File: src/rtl/key_conditioner.sv
// key_conditioner
//
// Conditions the four raw push-buttons for the Tetris game controller. Each key
// goes through a two-flop synchroniser and a debouncer. The block then emits a
// registered single-cycle pulse on every accepted press. Held keys can
// optionally auto-repeat.
//
// Optional feature:
//   Define KEY_AUTOREPEAT_EN to build the per-key repeat FSMs. These use
//   REPEAT_DELAY, REPEAT_PERIOD and REPEAT_MASK.
//   When the macro is undefined, those parameters are accepted but ignored,
//   and only press pulses are produced.
//
// Parameters:
//   DEBOUNCE_CYCLES - cycles a synchronised level must persist before acceptance (>=2)
//   REPEAT_DELAY    - cycles from the press pulse to the first repeat pulse (>=2)
//   REPEAT_PERIOD   - cycles between later repeat pulses (>=2)
//   REPEAT_MASK     - per-key auto-repeat enable, bit order as op_keys
//
// Ports:
//   clk       - system clock
//   rst       - asynchronous active-high reset
//   keys_raw  - asynchronous button levels, 1 = pressed; [0] up, [1] down, [2] left, [3] right
//   op_keys   - registered one-cycle pulse per accepted press or repeat
//   keys_held - registered debounced level per key

module key_conditioner #(
  parameter int unsigned DEBOUNCE_CYCLES = 500000,
  parameter int unsigned REPEAT_DELAY    = 15000000,
  parameter int unsigned REPEAT_PERIOD   = 5000000,
  parameter logic [3:0]  REPEAT_MASK     = 4'b1110
) (
  input  logic       clk,
  input  logic       rst,
  input  logic [3:0] keys_raw,
  output logic [3:0] op_keys,
  output logic [3:0] keys_held
);

  localparam logic [23:0] DebTerm = 24'(DEBOUNCE_CYCLES - 1);

`ifdef KEY_AUTOREPEAT_EN
  localparam logic [23:0] DelayTerm  = 24'(REPEAT_DELAY - 1);
  localparam logic [23:0] PeriodTerm = 24'(REPEAT_PERIOD - 1);

  typedef enum logic [1:0] {
    StIdle,
    StDelay,
    StRepeat
  } rep_state_e;
`else
  // Repeat configuration is accepted but has no effect in this build.
  logic [23:0] unused_cfg;
  assign unused_cfg = 24'(REPEAT_DELAY) ^ 24'(REPEAT_PERIOD) ^ {20'd0, REPEAT_MASK};
`endif

  for (genvar i = 0; i < 4; i++) begin : g_key
    logic        sync1;
    logic        s;
    logic        stable;
    logic [23:0] dcnt;
    logic        accept;
    logic        press_ev;
    logic        rel_ev;
    logic        pulse;

    // Accept the new level when the mismatch has persisted for DEBOUNCE_CYCLES cycles.
    assign accept   = (s != stable) && (dcnt == DebTerm);
    assign press_ev = accept && s;
    assign rel_ev   = accept && !s;

    always_ff @(posedge clk or posedge rst) begin
      if (rst) begin
        sync1  <= 1'b0;
        s      <= 1'b0;
        stable <= 1'b0;
        dcnt   <= '0;
      end else begin
        sync1 <= keys_raw[i];
        s     <= sync1;
        if (s == stable) begin
          dcnt <= '0;
        end else if (dcnt == DebTerm) begin
          stable <= s;
          dcnt   <= '0;
        end else begin
          dcnt <= dcnt + 24'd1;
        end
      end
    end

    assign keys_held[i] = stable;

`ifdef KEY_AUTOREPEAT_EN
    rep_state_e  state;
    logic [23:0] rcnt;

    // The press pulse is issued from IDLE. A key whose mask bit is clear stays in IDLE.
    // A release always wins over a coinciding terminal count, so no pulse is issued then.
    always_ff @(posedge clk or posedge rst) begin
      if (rst) begin
        state <= StIdle;
        rcnt  <= '0;
        pulse <= 1'b0;
      end else begin
        pulse <= 1'b0;
        if (rel_ev) begin
          state <= StIdle;
          rcnt  <= '0;
        end else begin
          unique case (state)
            StIdle: begin
              rcnt <= '0;
              if (press_ev) begin
                pulse <= 1'b1;
                if (REPEAT_MASK[i]) begin
                  state <= StDelay;
                end
              end
            end
            StDelay: begin
              if (rcnt == DelayTerm) begin
                pulse <= 1'b1;
                state <= StRepeat;
                rcnt  <= '0;
              end else begin
                rcnt <= rcnt + 24'd1;
              end
            end
            StRepeat: begin
              if (rcnt == PeriodTerm) begin
                pulse <= 1'b1;
                rcnt  <= '0;
              end else begin
                rcnt <= rcnt + 24'd1;
              end
            end
            default: begin
              state <= StIdle;
              rcnt  <= '0;
            end
          endcase
        end
      end
    end
`else
    always_ff @(posedge clk or posedge rst) begin
      if (rst) begin
        pulse <= 1'b0;
      end else begin
        pulse <= press_ev;
      end
    end
`endif

    assign op_keys[i] = pulse;
  end

endmodule

File: config.mk
export PLATFORM = sky130hd
export DESIGN_NAME = key_conditioner
export DESIGN_NICKNAME = d
export VERILOG_FILES = /design/src/rtl/key_conditioner.sv
export SDC_FILE = /design/constraint.sdc
export NUM_CORES = 1
export LEC_CHECK = 0
export CORE_ASPECT_RATIO = 0.75
export CORE_MARGIN = 1
export CORE_UTILIZATION = 30
export DETAILED_ROUTE_END_ITERATION = 10
export PLACE_DENSITY_LB_ADDON = 0.05
export SLEW_MARGIN = 20
export SYNTH_ARGS = -nofsm -noshare
export SYNTH_HDL_FRONTEND = slang
export SYNTH_SLANG_ARGS = --single-unit
File: constraint.sdc
create_clock -name clk -period 4.9 [get_ports clk]
set_input_delay 0.98 -clock clk [delete_from_list [all_inputs] [get_ports clk]]
set_output_delay 0.98 -clock clk [all_outputs]
set_load 0.01 [all_outputs]
# ---- Word level (Yosys, flattened, before mapping)
# Index checks and enable logic that the tools add are counted.
dict set report word_totals {
  regBits 112
  input_bits 6
  output_inout_bits 8
  wordCells 60
}
dict set report classes {
  add_sub_neg 4
  n_eq_ne 12
  n_mux 8
  bitwise 4
  reduce_logical 12
}
# cell count
set op_table {}
lappend op_table {{$mux W24} 8}
lappend op_table {{$add A24 B1 Y24 const B} 4}
lappend op_table {{$eq A24 B19 Y1 const B} 4}
lappend op_table {{$logic_and A1 B1 Y1} 8}
lappend op_table {{$reduce_and A2 Y1} 4}
lappend op_table {{$eq A1 B1 Y1} 4}
lappend op_table {{$ne A1 B1 Y1} 4}
lappend op_table {{$not A1 Y1} 4}

# ---- Depth between registers and ports, before layout
dict set report logic_depth {
  word_depth 3
  ltp_mapped 7
  depth_no_buf 5
}

# ---- Worst setup path after synthesis
# Ideal clock, no wire load.
dict set report synth_path {
  path_type {register to register}
  start {reg g_key[2].dcnt[0]}
  end {reg g_key[2].dcnt[18]}
  setup_ns 0.095
  arrival_ns 1.852
  t_required_ns 4.805
  slack_ns 2.952
  path_stages_with_launch 7
  n_path_buf 1
  synth_period_minus_slack_ns 1.948
  path_cell_list {dfrtp_1 -> ha_1 -> nand4_4 -> or4_1 -> buf_2 -> or4_1 -> o31ai_1}
}
dict set report synth_between {
  elab_chain_len 3
  word_cells_on_any_way 4
  cone_classes {1 x add/sub; 1 x eq/ne; 2 x mux}
}
# item line_no
set synth_lines {}
lappend synth_lines {{start, declared} 61} ;# logic [23:0] dcnt;
lappend synth_lines {{start signal, assigned} 87} ;# dcnt <= dcnt + 24'd1;
lappend synth_lines {{$add A24 B1 Y24 / $eq A24 B19 Y1 (equally long branches)} {87, 83}}
lappend synth_lines {{$mux W24 *} 83} ;# end else if (dcnt == DebTerm) begin
lappend synth_lines {{$mux W24 *} 81} ;# if (s == stable) begin
# Every way passes the cells marked *; elsewhere a longest branch is shown, timed or not.
# A chain may end at the register's enable or synchronous reset.

# ---- Worst setup path after layout
dict set report layout_path {
  start {reg g_key[3].dcnt[0]}
  end {reg g_key[3].dcnt[8]}
}
dict set report layout_between {
  elab_chain_len 3
  word_cells_on_any_way 4
  cone_classes {1 x add/sub; 1 x eq/ne; 2 x mux}
}
# item line_no
set layout_lines {}
lappend layout_lines {{start, declared} 61}
lappend layout_lines {{start signal, assigned} 87}
lappend layout_lines {{$add A24 B1 Y24 / $eq A24 B19 Y1 (equally long branches)} {87, 83}}
lappend layout_lines {{$mux W24 *} 83}
lappend layout_lines {{$mux W24 *} 81}
# Marks and branches as above.

==> run metrics <==
Buffers on Ports 13; most frequent cell after synthesis dfrtp_1; initial antenna violation count 0; DP Wirelength 7800 um; peak supply drop 0.157 mV; post-cts resize count 0; pin count of the biggest net entering global routing 78; setup TNS 0 ns; kind of critical path flop to flop; clock sink count 112; number of nets in the layout 572; sequential share of the synthesized area 50.7%; core area 0.0178 sq mm; Via density 5.05; postcts setup bufs 0; all-layer global routing usage 13.2%; CTS Hold Bufs 0; vias in the first global route 3798; Mapped Area 0.00553 sq mm; synth top area cells dfrtp_1, xor2_1, nor2_1, nand4_1, xnor2_1; Post-synth top cells dfrtp_1, nor2_1, nand4_1; Critical Path AT 2.67 ns; die extent in x 159 um; RSZ-0062 raised after global routing no; # DRC 0; Net Sw Frac 21.9%; Antenna Violating Nets Remaining 0; final hold vios 0; Yosys top cell area share 50.7%; drt first pass iters 4; clock slew at reported path FFs 0.07 ns; Top Ports 14; Lkg Pwr 2.42 nW; chip height 120 um; Post-Syn Instances 562; Yosys Warn Count 0; Cell Rows 42; layout cells sized above 1 6.17%; Post-synth EDFFs 0; syn_area_per_cell 9.83 sq um; Most used DFF post-synth dfrtp_1; setup violators final 0; via count 4083; MaxCap Viol Count 0; syn nets 572; max-slew violation count 0; #FFs+latches synth 112; H-tree depth 3; worst-margin pin slew 0.930 ns; P_sw 0.401 mW; clock latency on the worst-skew pair 0.35 ns; final wirelength 11600 um; Die ar. 0.0190 sq mm; Initial Utilization 31.0%; Critical Path Sink Type flop; worst hold path class flop to flop; Logic pwr share 3.2%; Synth async-reset ratio 100%; post-synth top area cell dfrtp_1; largest fanout on the critical path 12; Slew HR 37.6%; gp weighted congestion 0.759; Max Clk Rate 0.412 GHz; Ant. Diodes 0; TritonCTS clock tree yes; Routed wire per std cell 14.4 um; first-pass GRT wire length 19900 um; Final period util 49.6%; fillers 1812; CTS root buf clkbuf_16; Clk network pwr share 45.2%; sequential power share 51.6%; Worst EP required 5.14 ns; total power 1.83 mW; worst clock skew 0.00494 ns; Initial DRC Count 272; cts bufs inserted 9; Area Growth Syn to Fin 12.5%; clock tree buffer depth 2; outcome complete, no violations; Startpoint Class flop; Core Util, Final 34.9%; pwr dens 295 mW/mm^2; crit path time final 2.43 ns; grt ovf 0; Netlist cell types 38; Power Internal 1.43 mW
layer usage:
metal	track usage [%]	part of all wire, %	wire length (um)	up-vias
li1	-	-	-	2035
met1	19.7	55	6430	1994
met2	18.8	41	4710	44
met3	3.11	2.9	337	10
met4	3.82	1.2	137	0
met5	0	0	0	-
area by class of cell:
class	instances	area [sq um]	share of cell area, %
well taps	242	303	4.87
inverters	14	57.6	0.926
clock buffers	11	253	4.07
clock inverters	5	87.6	1.41
multi-input cells	406	2530	40.8
flip-flops and latches	112	2800	45.1
repair buffers	19	175	2.82
power groups by stage:
stage               logic [mW]  clock network, mW  registers, mW
finish                  0.0594              0.828          0.946
global route            0.0698              0.904          0.948
CTS                     0.0628              0.869          0.946
detailed placement      0.0626                  0          0.965
global placement        0.0617                  0          0.964
floorplan               0.0410                  0          0.961
worst paths after layout:
check                                          to  depth (start not counted)  slack [ns]        startpoint
worst max-delay path             g_key[3].dcnt[8]                          6        2.47  g_key[3].dcnt[0]
worst min-delay path                   g_key[1].s                          0        0.35    g_key[1].sync1
worst max register to register   g_key[3].dcnt[8]                          6        2.47  g_key[3].dcnt[0]
worst min register to register         g_key[1].s                          0        0.35    g_key[1].sync1
max in group asynchronous        g_key[1].dcnt[1]                          3        2.98               rst
min in group asynchronous       g_key[3].dcnt[21]                          2        1.13               rst
critical path, stage by stage, from the launching register on:
cell and delay (ns):
dfrtp_1 0.39, ha_1 0.22, and4_1 0.35, nand2_1 0.16, o31ai_2 0.80, buf_4 0.33, nor2_1 0.07
metrics by stage:
| stage | instances | area, sq um | hold WS [ns] | setup WS [ns] |
|---|---|---|---|---|
| 6_report | 809 | 6210 | 0.352 | 2.47 |
| 5_1_grt | 809 | 6210 | 0.359 | 2.26 |
| 3_3_place_gp | 793 | 5870 | 0.334 | 2.31 |
| 3_5_place_dp | 793 | 5870 | 0.337 | 2.30 |
| 4_1_cts | 809 | 6210 | 0.355 | 2.45 |
| 2_1_floorplan | 562 | 5530 | 0.331 | 0.961 |
logic make-up (layout without fill, tap and decap cells):
| logic type | count (synthesis) | after routing | synth area share [%] |
|---|---|---|---|
| mux | 4 | 4 | 0.815 |
| fa+ha+maj | 4 | 4 | 0.906 |
| buf+inv | 44 | 49 | 3.67 |
| compound gates | 76 | 76 | 8.08 |
| flops | 112 | 112 | 50.7 |
| xor+xnor | 55 | 55 | 8.72 |
| simple gates | 267 | 267 | 27.1 |
placed cells by master, fill, tap and decap left out, drive strengths merged, types with 2 or more instances in the layout:
cell / synthesis / final
and4: 19 / 19
a21oi: 33 / 33
nand3: 33 / 33
dfrtp: 112 / 112
clkbuf: 16 / 11
nor3: 13 / 13
nand2: 28 / 28
and3b: 4 / 4
buf: 14 / 6
nor4b: 5 / 5
or3: 20 / 20
or2: 2 / 2
inv: 14 / 15
mux2: 4 / 4
clkdlybuf4s50: 0 / 13
bufinv: 0 / 2
nand4: 36 / 36
o21ai: 20 / 20
nor4: 12 / 12
and2: 3 / 3
nor2: 66 / 66
or4: 14 / 14
ha: 4 / 4
xor2: 32 / 32
and3: 7 / 7
o31ai: 20 / 20
xnor2: 23 / 23
state kept, by name (all words and copies together) (netlist names):
name,flops
g_key.dcnt,96
g_key.pulse,4
g_key.s,4
g_key.stable,4
g_key.sync1,4
Power figures use the tool's default switching activity.
